### config.mk
export PLATFORM = sky130hd
export DESIGN_NAME = run_ctrl
export DESIGN_NICKNAME = d
export VERILOG_FILES = /design/src/rtl/run_ctrl.sv
export SDC_FILE = /design/constraint.sdc
export NUM_CORES = 1
export LEC_CHECK = 0
export ABC_AREA = 1
export CORE_MARGIN = 2
export CORE_UTILIZATION = 24
export DETAILED_ROUTE_END_ITERATION = 8
export PLACE_DENSITY = 0.4
export RECOVER_POWER = 100
export SYNTH_ARGS = -nofsm -noshare
export SYNTH_HDL_FRONTEND = slang
export SYNTH_SLANG_ARGS = --single-unit
### constraint.sdc
create_clock -name clk -period 2.13 [get_ports clk]
set_clock_uncertainty 0.2 [all_clocks]
set_input_delay 0.426 -clock clk [delete_from_list [all_inputs] [get_ports clk]]
set_output_delay 0.426 -clock clk [all_outputs]
set_load 0.02 [all_outputs]
### src/rtl/run_ctrl.sv
// run_ctrl: run/halt sequencer for a small core.
//
// A start request moves the block from IDLE (or HALT) through an optional
// DELAY phase into RUN, where the core PC is enabled. RUN cycles and
// nonzero-instruction cycles are counted. The run ends in HALT on an external
// stop, on ZERO_RUN consecutive zero instructions (armed only after MIN_RUN
// RUN cycles), or when the RUN-cycle limit TIMEOUT is reached.
//
// Ports
//   clk        : clock, rising edge
//   rst_       : asynchronous active-low reset
//   start      : run request (honoured in IDLE and HALT)
//   stop       : external halt request (honoured in DELAY and RUN)
//   inst       : current fetched instruction
//   ena_pc     : PC/core enable, high in RUN
//   halted     : high in HALT
//   halt_cause : 00 none, 01 zero inst, 10 timeout, 11 external stop
//   state      : 00 IDLE, 01 DELAY, 10 RUN, 11 HALT
//   cycle_cnt  : RUN cycles elapsed (saturating)
//   inst_cnt   : RUN cycles with a nonzero inst (saturating)
module run_ctrl #(
    parameter int INST_W    = 32,
    parameter int CNT_W     = 32,
    parameter int START_DLY = 1,
    parameter int MIN_RUN   = 3,
    parameter int ZERO_RUN  = 1,
    parameter int TIMEOUT   = 0
) (
    input  logic              clk,
    input  logic              rst_,
    input  logic              start,
    input  logic              stop,
    input  logic [INST_W-1:0] inst,
    output logic              ena_pc,
    output logic              halted,
    output logic [1:0]        halt_cause,
    output logic [1:0]        state,
    output logic [CNT_W-1:0]  cycle_cnt,
    output logic [CNT_W-1:0]  inst_cnt
);

    localparam int DLY_W = (START_DLY > 0) ? $clog2(START_DLY + 1) : 1;
    localparam int ZR_W  = $clog2(ZERO_RUN + 1);

    localparam logic [DLY_W-1:0] START_DLY_C = DLY_W'(START_DLY);
    localparam logic [DLY_W-1:0] DLY_ONE     = DLY_W'(1);
    localparam logic [CNT_W-1:0] MIN_RUN_C   = CNT_W'(MIN_RUN);
    localparam logic [CNT_W-1:0] CNT_MAX     = '1;
    localparam logic [CNT_W-1:0] CNT_ONE     = CNT_W'(1);
    // One extra bit so cycle_cnt+1 never wraps before the compare.
    localparam logic [CNT_W:0]   TIMEOUT_C   = (CNT_W + 1)'(TIMEOUT);
    localparam logic [CNT_W:0]   CNT_ONE_X   = (CNT_W + 1)'(1);
    localparam logic [ZR_W:0]    ZERO_RUN_C  = (ZR_W + 1)'(ZERO_RUN);
    localparam logic [ZR_W:0]    ZR_ONE_X    = (ZR_W + 1)'(1);

    localparam logic [1:0] C_NONE = 2'b00;
    localparam logic [1:0] C_ZERO = 2'b01;
    localparam logic [1:0] C_TMO  = 2'b10;
    localparam logic [1:0] C_STOP = 2'b11;

    typedef enum logic [1:0] {
        S_IDLE  = 2'b00,
        S_DELAY = 2'b01,
        S_RUN   = 2'b10,
        S_HALT  = 2'b11
    } state_t;

    state_t             state_q, state_d;
    logic [DLY_W-1:0]   dly_q, dly_d;
    logic [ZR_W-1:0]    zrun_q, zrun_d;
    logic [1:0]         cause_q, cause_d;
    logic [CNT_W-1:0]   cyc_q, cyc_d;
    logic [CNT_W-1:0]   ins_q, ins_d;
    logic               ena_q, halted_q;

    logic               inst_zero;
    logic               armed;
    logic [ZR_W:0]      zrun_inc;
    logic               zero_hit;
    logic               tmo_hit;

    // Halt conditions use the pre-increment counter values of this cycle.
    assign inst_zero = (inst == '0);
    assign armed     = (cyc_q >= MIN_RUN_C);
    assign zrun_inc  = {1'b0, zrun_q} + ZR_ONE_X;
    assign zero_hit  = armed && inst_zero && (zrun_inc == ZERO_RUN_C);
    assign tmo_hit   = (TIMEOUT != 0) && (({1'b0, cyc_q} + CNT_ONE_X) == TIMEOUT_C);

    always_comb begin
        state_d = state_q;
        dly_d   = dly_q;
        zrun_d  = zrun_q;
        cause_d = cause_q;
        cyc_d   = cyc_q;
        ins_d   = ins_q;

        case (state_q)
            S_IDLE, S_HALT: begin
                if (start) begin
                    cyc_d   = '0;
                    ins_d   = '0;
                    zrun_d  = '0;
                    cause_d = C_NONE;
                    dly_d   = START_DLY_C;
                    state_d = (START_DLY == 0) ? S_RUN : S_DELAY;
                end
            end
            S_DELAY: begin
                if (stop) begin
                    state_d = S_HALT;
                    cause_d = C_STOP;
                    dly_d   = '0;
                end else begin
                    dly_d = dly_q - DLY_ONE;
                    if (dly_q <= DLY_ONE) begin
                        state_d = S_RUN;
                    end
                end
            end
            S_RUN: begin
                // Counters advance in the halting cycle too.
                if (cyc_q != CNT_MAX) cyc_d = cyc_q + CNT_ONE;
                if (!inst_zero && ins_q != CNT_MAX) ins_d = ins_q + CNT_ONE;
                if (armed && inst_zero) zrun_d = zrun_inc[ZR_W-1:0];
                else                    zrun_d = '0;

                if (stop) begin
                    state_d = S_HALT;
                    cause_d = C_STOP;
                end else if (zero_hit) begin
                    state_d = S_HALT;
                    cause_d = C_ZERO;
                end else if (tmo_hit) begin
                    state_d = S_HALT;
                    cause_d = C_TMO;
                end
            end
            default: state_d = S_IDLE;
        endcase
    end

    always_ff @(posedge clk or negedge rst_) begin
        if (!rst_) begin
            state_q  <= S_IDLE;
            dly_q    <= '0;
            zrun_q   <= '0;
            cause_q  <= C_NONE;
            cyc_q    <= '0;
            ins_q    <= '0;
            ena_q    <= 1'b0;
            halted_q <= 1'b0;
        end else begin
            state_q  <= state_d;
            dly_q    <= dly_d;
            zrun_q   <= zrun_d;
            cause_q  <= cause_d;
            cyc_q    <= cyc_d;
            ins_q    <= ins_d;
            ena_q    <= (state_d == S_RUN);
            halted_q <= (state_d == S_HALT);
        end
    end

    assign ena_pc     = ena_q;
    assign halted     = halted_q;
    assign halt_cause = cause_q;
    assign state      = state_q;
    assign cycle_cnt  = cyc_q;
    assign inst_cnt   = ins_q;

endmodule

**Word-level counts from Yosys, hierarchy flattened**

Cells that the tools add are included.

- Output and inout port bits: 70
- Flip-flop bits (word level): 72
- Input port bits: 36

- Reductions and logical operators: 14
- Magnitude comparators: 2
- Muxes and demuxes: 22
- $add $sub $neg: 4
- Equal/unequal tests: 13

Operators with widths:

| cell | number |
|---|---|
| one-hot mux 32 bit (2 select lines) | 2 |
| two-way mux 32 bit | 3 |
| adder 32 x 1 -> 32 bit, second input constant | 2 |
| inequality test 32 bit, second input constant | 2 |
| greater-or-equal comparator 32 x 2 -> 1 bit, second input constant | 1 |
| zero test 32 bit | 1 |
| two-way mux 2 bit | 9 |
| one-hot mux 2 bit (3 select lines) | 2 |
| AND reduction 3 bit | 3 |
| == test 2 bit, second input constant | 4 |
| inequality test 2 bit, second input constant | 4 |
| == test 2 x 1 -> 1 bit, second input constant | 2 |
| two-way mux 1 bit | 4 |
| one-hot mux 1 bit (2 select lines) | 2 |
| AND reduction 2 bit | 2 |
| nonzero test 2 bit | 2 |
| logical AND 1 bit | 3 |
| inequality test 3 bit, second input constant | 1 |
| adder 1 x 1 -> 2 bit, second input constant | 1 |
| zero test 2 bit | 1 |
| OR reduction 2 bit | 1 |
| <= comparator 1 bit, second input constant | 1 |
| zero test 1 bit | 1 |
| subtractor 1 bit, second input constant | 1 |

**Logic depth before layout (Yosys ltp)**

Gate-level depths: netlist (run 1).

- Depth in word-level cells: 7
- Gate-level depth with buffers: 12

**Worst setup path after synthesis (run 1)**

Ideal clock, no wire load.

- Path kind: reg-to-reg
- Start: reg ins_q[1] (netlist: inst_cnt[1])
- End: reg ins_q[0] (netlist: inst_cnt[0])
- Cell stages (with the launch flop): 12
- Arrival: 1.838 ns
- Required time: 1.810 ns
- Slack: -0.028 ns
- Cell sequence: dfrtp_1 > ha_1 > nand2_2 > nor2_4 > nand2_2 > nor2_4 > a21oi_2 > o21ai_4 > inv_4 > buf_6 > nand3_2 > o21ai_2

- Word-level cells in the longest chain between the ends: 4

Ends and longest elaborated chain:

| element | RTL line | text |
|---|---|---|
| start, declared | 73 | `logic [CNT_W-1:0] ins_q, ins_d;` |
| start signal, assigned | 158 | `ins_q <= ins_d;` |
| inequality test 32 bit | 123 | `if (!inst_zero && ins_q != CNT_MAX) ins_d = ins_q + CNT_ONE;` |
| logical AND 1 bit | 123 |  |
| inequality test 2 bit (no source line) | n/a |  |
| AND reduction 3 bit (no source line) | n/a |  |

No other way between the ends.
A chain may end at the register's enable or synchronous reset.

**Final worst setup path (run 1)**

- Start: reg cyc_q[22] (netlist: cycle_cnt[22])
- End: out cycle_cnt[22]

RTL lines:

| element | RTL line | text |
|---|---|---|
| start, declared | 72 | `logic [CNT_W-1:0] cyc_q, cyc_d;` |
| start signal, assigned | 157 | `cyc_q <= cyc_d;` |
| end, declared | 38 | `output logic [CNT_W-1:0] cycle_cnt,` |

No word-level cell between the ends.

==> results of run 1 <==
==> worst register-to-register path, delay by kind of cell (launching register included) <==
kind | cells | cell delay, ns
compound gates | 1 | 0.07
flops | 1 | 0.36
fa+ha+maj | 1 | 0.20
simple gates | 6 | 0.72
buf+inv | 4 | 0.45
==> layout by cell type (no fill, tap or decap), types with 2 or more instances in the layout <==
master | synthesis | layout
a21oi_1 | 10 | 9
a21oi_2 | 2 | 3
buf_12 | 0 | 2
buf_4 | 1 | 94
buf_6 | 6 | 2
clkbuf_1 | 4 | 18
clkbuf_16 | 0 | 11
clkbuf_2 | 0 | 7
clkbuf_4 | 0 | 2
clkdlybuf4s50_1 | 0 | 82
clkinv_2 | 0 | 2
dfrtp_1 | 71 | 67
dfrtp_2 | 0 | 4
dlygate4sd2_1 | 0 | 5
dlygate4sd3_1 | 0 | 8
ha_2 | 0 | 2
inv_1 | 62 | 58
inv_2 | 3 | 6
inv_6 | 0 | 2
nand2_1 | 212 | 207
nand2_2 | 2 | 5
nand2_4 | 0 | 2
nand3_1 | 34 | 32
nand3_2 | 6 | 8
nand3b_1 | 2 | 2
nand4_1 | 25 | 25
nor2_1 | 95 | 89
nor2_2 | 0 | 6
nor2_4 | 2 | 2
nor3_1 | 36 | 27
nor3_2 | 0 | 9
nor4_1 | 6 | 5
o21ai_0 | 24 | 14
o21ai_1 | 9 | 19
o21ai_2 | 5 | 5
o21bai_1 | 2 | 2
o31ai_1 | 19 | 18
xnor2_1 | 14 | 14
xor2_1 | 21 | 21
==> cell families (layout without fill, tap and decap cells) <==
family	Yosys count	in the layout	synth area share [%]
AO/OA/AOI/OAI	74	74	9.71
XOR/XNOR	35	35	6.38
adder cells (fa/ha/maj)	4	4	1.04
buffers and inverters	85	303	7.86
flip-flops	71	71	37.0
AND/OR/NAND/NOR	423	423	38.0
==> final cells by class <==
| type | count | area, sq um | area share, % |
|---|---|---|---|
| multi-input combinational | 536 | 2780 | 38.0 |
| timing repair buffer | 221 | 1890 | 25.8 |
| sequential | 71 | 1780 | 24.3 |
| tap | 265 | 332 | 4.53 |
| inverter | 66 | 268 | 3.66 |
| clock buffer | 12 | 246 | 3.37 |
| timing repair inverter | 2 | 17.5 | 0.239 |
| clock inverter | 2 | 10.0 | 0.137 |
==> power groups by stage <==
| stage | registers [mW] | clock network (mW) | logic [mW] |
|---|---|---|---|
| 6_report | 1.48 | 1.41 | 3.17 |
| 5_1_grt | 1.49 | 1.50 | 3.44 |
| 4_1_cts | 1.48 | 1.44 | 2.48 |
| 3_5_place_dp | 1.50 | 0 | 2.42 |
| 3_3_place_gp | 1.50 | 0 | 2.41 |
| 2_1_floorplan | 1.60 | 0 | 1.40 |
==> stage by stage <==
step | util, % | hold slack [ns]
after global placement | 35.2 | 0.200
after global routing | 37.5 | 0.308
after CTS | 36.7 | 0.287
after floorplan | - | -0.0696
final | 37.5 | 0.283
after detailed placement | 35.2 | 0.199
==> repair_timing <==
item | 4_1_cts | 5_1_grt
buffers inserted | 0 | 12
cloned | 0 | 4
hold buffers | 1 | 0
pin swaps | 2 | 9
endpoints found under the hold margin | 26 | 0
gates resized for setup | 13 | 62
endpoints found under the setup margin | 36 | 76
==> final timing paths <==
kind                                           start                        end  slack (ns)  cells past startpoint
min in group asynchronous                       rst_   cycle_cnt[4]$_DFFE_PN0P_        0.51                      2
max in group asynchronous                       rst_   inst_cnt[10]$_DFFE_PN0P_        0.16                      3
setup reg to reg            cycle_cnt[0]$_DFFE_PN0P_  cycle_cnt[11]$_DFFE_PN0P_        0.02                     12
hold / removal             halt_cause[1]$_DFFE_PN0P_  halt_cause[1]$_DFFE_PN0P_        0.28                      2
hold reg to reg            halt_cause[1]$_DFFE_PN0P_  halt_cause[1]$_DFFE_PN0P_        0.28                      2
setup / recovery           cycle_cnt[22]$_DFFE_PN0P_              cycle_cnt[22]        0.02                      1
==> sequential cells by signal, summed over array words and instances (netlist names) <==
name / cells
inst_cnt: 32
cycle_cnt: 32
ena_pc: 1
halt_cause: 2
state: 2
zrun_q: 1
halted: 1
==> metal layers <==
metal / share of wire, % / wire length [microns] / track usage (%) / vias to the layer above
met5: 0 / 0 / 0 / -
met4: 3.1 / 569 / 7.70 / 0
met3: 4.7 / 862 / 2.82 / 35
met2: 46 / 8430 / 27.0 / 161
met1: 46 / 8360 / 21.8 / 2550
li1: - / - / - / 2695
==> impl_metrics.toml, run 1 <==
[synth]
syn_area_sq_um = 4810
yosys_warnings = 0
synth.top_cell.area_share_pct = 37.0
ys_ff_latch = 71
synth.area.top_cells = "dfrtp_1 37%, nand2_1 17%, nor2_1 7.4%"
synth.most_common_cell = "nand2_1"
yosysSeqAreaShare_pct = 37.0
syn_nets = 732
yosys_most_used_dff = "dfrtp_1"
yosysTopAreaCell = "dfrtp_1"
postSynthCellCount = 692
ys_top_cells_by_count = "212 x nand2_1, 95 x nor2_1, 71 x dfrtp_1"
synth_cell_types = 34
synth-edff-count = 0
synth-async-reset-ratio_pct = 100
avgSynthCellArea_sq_um = 6.94

[hold_path]
hold_class = "flip-flop to flip-flop"

[placed_design]
place_congestion = 0.899
io_buffers = 105
placed_area_sq_um = 6870
pre_cts_ws_ns = -0.276
dp_hpwl_mm = 13.8
dp.cells = 1144

[detailed_routing]
ant_nets = 0
drt_iter0_drc = 312
wl_per_cell_microns = 15.5
vias = 5441
remaining_drc_errors = 0
avgViaCountPerCell = 4.63
drt-total-wl_mm = 18.2
drt_pre_antenna_iters = 5

[power]
power.switching_mw = 2.55
p_sw_share_pct = 42.1
finalPower_mw = 6.06
worst_ir_drop_vdd_v = 0.000530
power.leakage_nw = 3.07
combPwrFrac_pct = 52.2
internal_power_mw = 3.51
pwr-share-seq_pct = 24.4
p_per_area_nw_per_um2 = 827
p_clk_share_pct = 23.3

[floorplan]
dieArea_sq_um = 21200
rows = 51
ios = 106
coreArea_sq_um = 19500
die_w_microns = 146
start_util_pct = 24.6
die_h_microns = 146

[worst_setup_path]
critPathMaxStageDelay_ns = 0.66
worst_setup_path_start_kind = "flip-flop"
cp.arrival_ns = 1.48
required_ns = 1.50
path_cells = "clkdlybuf4s50_1"
critPathKind = "flip-flop to output pin"
critPathBufInv = 1
critPathTopFamily = "buffers and inverters"
cp-end-kind = "output pin"
slowest_stage = "clkdlybuf4s50_1"
cp_max_fo = 6

[timing]
hold_viol_final = 0
final.setup.tns_ns = 0
period_minus_slack_ns = 2.11
slew_headroom_pct = 46.2
min_period_over_period_pct = 99.1
setup_violations = 0
max_freq_mhz = 474
rsz0062_at_grt = "yes"
tightest_slew_ns = 0.807
layout_setup_ws_ns = 0.0194
drv_slew = 0

[finish]
fill_cells = 2088
num_antenna_cells = 0
nets = 947
drive_gt1_share_pct = 20.2
layout.cells.non_filler = 1175
syn_to_final_growth_pct = 52.4
fin_area_sq_um = 7320

[outcome]
status = "completed"

[global_route]
antenna_found_initial = 0
grt_max_degree = 33
grt_pass1_vias = 5408
grt_overflow = 0
grt_pass1_wl_mm = 28.2
grt_use_total_pct = 16.7

[clock_network]
htreeDepth = 3
cts_root_buf = "clkbuf_16"
cts_buffers = 9
cts_tree = "built"
clk_path_buf_depth = 2
clk_pin_slew_ns = 0.06
cts_sinks = 71
clock_latency_ns = 0.35

[job]
cap_violations = 0
No activity file was read; power rests on OpenSTA's default activity.
==> run 2, diff against run 1 <==
--- a/config.mk
+++ b/config.mk
@@ -9,6 +9,7 @@
 export CORE_MARGIN = 2
 export CORE_UTILIZATION = 24
 export DETAILED_ROUTE_END_ITERATION = 8
+export GPL_TIMING_DRIVEN = 1
 export PLACE_DENSITY = 0.4
 export RECOVER_POWER = 100
 export SYNTH_ARGS = -nofsm -noshare
==> constraint.sdc (replaced) <==
create_clock -name clk -period 1.95 [get_ports clk]
set_clock_uncertainty 0.2 [all_clocks]
set_input_delay 0.39 -clock clk [delete_from_list [all_inputs] [get_ports clk]]
set_output_delay 0.39 -clock clk [all_outputs]
set_load 0.02 [all_outputs]
==> run 2 against run 1 <==
Against the previous run:
- the run now ends with setup timing left
- die area did not move
- critical path depth rose by 8
- sequential share of layout area fell by 3.0 points
- register-to-register slack got worse by 0.11 ns
- worst hold slack got worse by 0.0056 ns
- final cell count rose by 5.1%
- largest power group unchanged
- highest routed layer unchanged
==> impl_metrics.toml, run 2 (same netlist as run 1, synthesis figures left out) <==
[timing]
min_period_over_period_pct = 104
hold_viol_final = 0
rsz0062_at_grt = "yes"
drv_slew = 0
period_minus_slack_ns = 2.04
setup_violations = 41
max_freq_mhz = 491
tightest_slew_ns = 0.716
slew_headroom_pct = 52.2
layout_setup_ws_ns = -0.0876
final.setup.tns_ns = -1.56

[placed_design]
io_buffers = 105
place_congestion = 0.896
dp_hpwl_mm = 14.0
pre_cts_ws_ns = -0.372

[finish]
num_antenna_cells = 0
nets = 1005
fill_cells = 2032
mostFrequentLayoutCells = "189 x nand2_1, 155 x buf_4, 77 x nor2_1"
mostFrequentLayoutCell = "nand2_1"
syn_to_final_growth_pct = 74.2
drive_gt1_share_pct = 34.5

[clock_network]
htreeDepth = 3
clk_pin_slew_ns = 0.06
cts_tree = "built"
clk_path_buf_depth = 2
cts_sinks = 71
cts_buffers = 9
clock_latency_ns = 0.34
cts_root_buf = "clkbuf_16"

[hold_path]
whs_endpoint = "halt_cause[1]$_DFFE_PN0P_"
whs_path_depth = 2
hold_class = "flip-flop to flip-flop"
min_from = "halt_cause[1]$_DFFE_PN0P_"

[floorplan]
start_util_pct = 24.6
die_w_microns = 146
ios = 106
die_h_microns = 146
coreArea_sq_um = 19500
dieArea_sq_um = 21200
rows = 51

[global_route]
grt_pass1_vias = 5674
grt_max_degree = 46
grt_use_total_pct = 17.9
grt_overflow = 0
grt_pass1_wl_mm = 30.3
antenna_found_initial = 0

[worst_setup_path]
ff2ff_setup_slack_ns = -0.09
required_ns = 2.00
cp_max_fo = 8
r2r.worst_path.cells = 9
rr_endpoint = "cycle_cnt[31]$_DFFE_PN0P_"
worst_setup_path_start_kind = "flip-flop"
cp.arrival_ns = 2.09
cp-end-kind = "flip-flop"
critPathKind = "flip-flop to flip-flop"
r2r-start = "state[0]$_DFF_PN0_"

[detailed_routing]
drt-total-wl_mm = 19.0
ant_nets = 0
wl_per_cell_microns = 15.4
drt_iter0_drc = 297
remaining_drc_errors = 0
vias = 5673
avgViaCountPerCell = 4.59
drt_pre_antenna_iters = 7

[power]
power.switching_mw = 3.27
p_sw_share_pct = 42.4
combPwrFrac_pct = 56.5
p_clk_share_pct = 22.4
power.leakage_nw = 3.92
internal_power_mw = 4.44
worst_ir_drop_vdd_v = 0.000585
p_per_area_nw_per_um2 = 921
pwr-share-seq_pct = 21.2

[job]
cap_violations = 0

[outcome]
status = "finished, violations left"
violations = "setup timing"
-- run 2: cell count changes in the layout (fill, tap and decap cells not counted), moves of 11 or more --
cell	before	now
buf_4	94	155
nor2_1	89	77
clkdlybuf4s50_1	82	31
nand2_2	5	18
clkbuf_1	18	3
o31ai_1	18	6
o31ai_2	1	12
dlygate4sd2_1	5	65
nand2_1	207	189
-- run 2: worst max-delay path, cell delays in order (launching register included) --
cell,delay (ns)
dfrtp_2,0.40
inv_2,0.08
ha_4,0.18
buf_4,0.13
inv_2,0.04
a21oi_4,0.23
nand2_4,0.14
buf_6,0.16
clkbuf_16,0.16
o31ai_2,0.22
-- run 2: per-layer routing --
metal | track usage, % | routed length (microns)
met5 | 0 | 0
met4 | 5.20 | 238
met3 | 2.45 | 763
met2 | 28.4 | 8730
met1 | 25.3 | 9250
-- run 2: area by class of cell --
class	count	area [sq um]	share of cell area, %
inverter	66	275	3.29
multi-input combinational	536	3220	38.5
sequential	71	1790	21.4
clock buffer	10	229	2.74
tap	265	332	3.96
timing repair inverter	2	20.0	0.239
timing repair buffer	279	2440	29.1
clock inverter	6	70.1	0.837
-- run 2: worst max path at each step --
| stage | depth (start not counted) | slack, ns | start | endpoint |
|---|---|---|---|---|
| 2_1_floorplan | 11 | -0.09 | inst_cnt[1]$_DFFE_PN0P_ | inst_cnt[0]$_DFFE_PN0P_ |
| 3_3_place_gp | 11 | -0.33 | inst[23] | inst_cnt[8]$_DFFE_PN0P_ |
| 3_5_place_dp | 11 | -0.37 | inst[31] | ena_pc$_DFF_PN0_ |
| 4_1_cts | 12 | -0.08 | cycle_cnt[1]$_DFFE_PN0P_ | cycle_cnt[5]$_DFFE_PN0P_ |
| 5_1_grt | 11 | -0.16 | state[0]$_DFF_PN0_ | cycle_cnt[5]$_DFFE_PN0P_ |
| 6_report | 9 | -0.09 | state[0]$_DFF_PN0_ | cycle_cnt[31]$_DFFE_PN0P_ |
-- run 2: repair_timing --
action	4_1_cts	5_1_grt
hold buffers	1	0
pin swaps	21	27
buffers inserted	9	9
gates resized for setup	151	96
hold endpoints to repair	71	0
gates cloned	4	3
endpoints found under the setup margin	134	71
-- run 2: stage by stage --
stage	hold WS [ns]	total power, mW	cell area [sq um]	cells	util (%)
after detailed placement	0.197	4.48	7320	1196	37.5
after global routing	0.346	8.13	8370	1235	42.9
after floorplan	-0.106	3.38	4870	692	-
after global placement	0.196	4.46	7320	1196	37.5
final	0.277	7.71	8370	1235	42.9
after CTS	0.280	7.35	8010	1226	41.0
-- run 2: power groups by stage --
stage	Combinational, mW	Clock, mW	Sequential, mW
5_1_grt	4.67	1.82	1.64
3_3_place_gp	2.80	0	1.65
2_1_floorplan	1.63	0	1.76
4_1_cts	3.95	1.76	1.63
3_5_place_dp	2.83	0	1.65
6_report	4.35	1.72	1.63
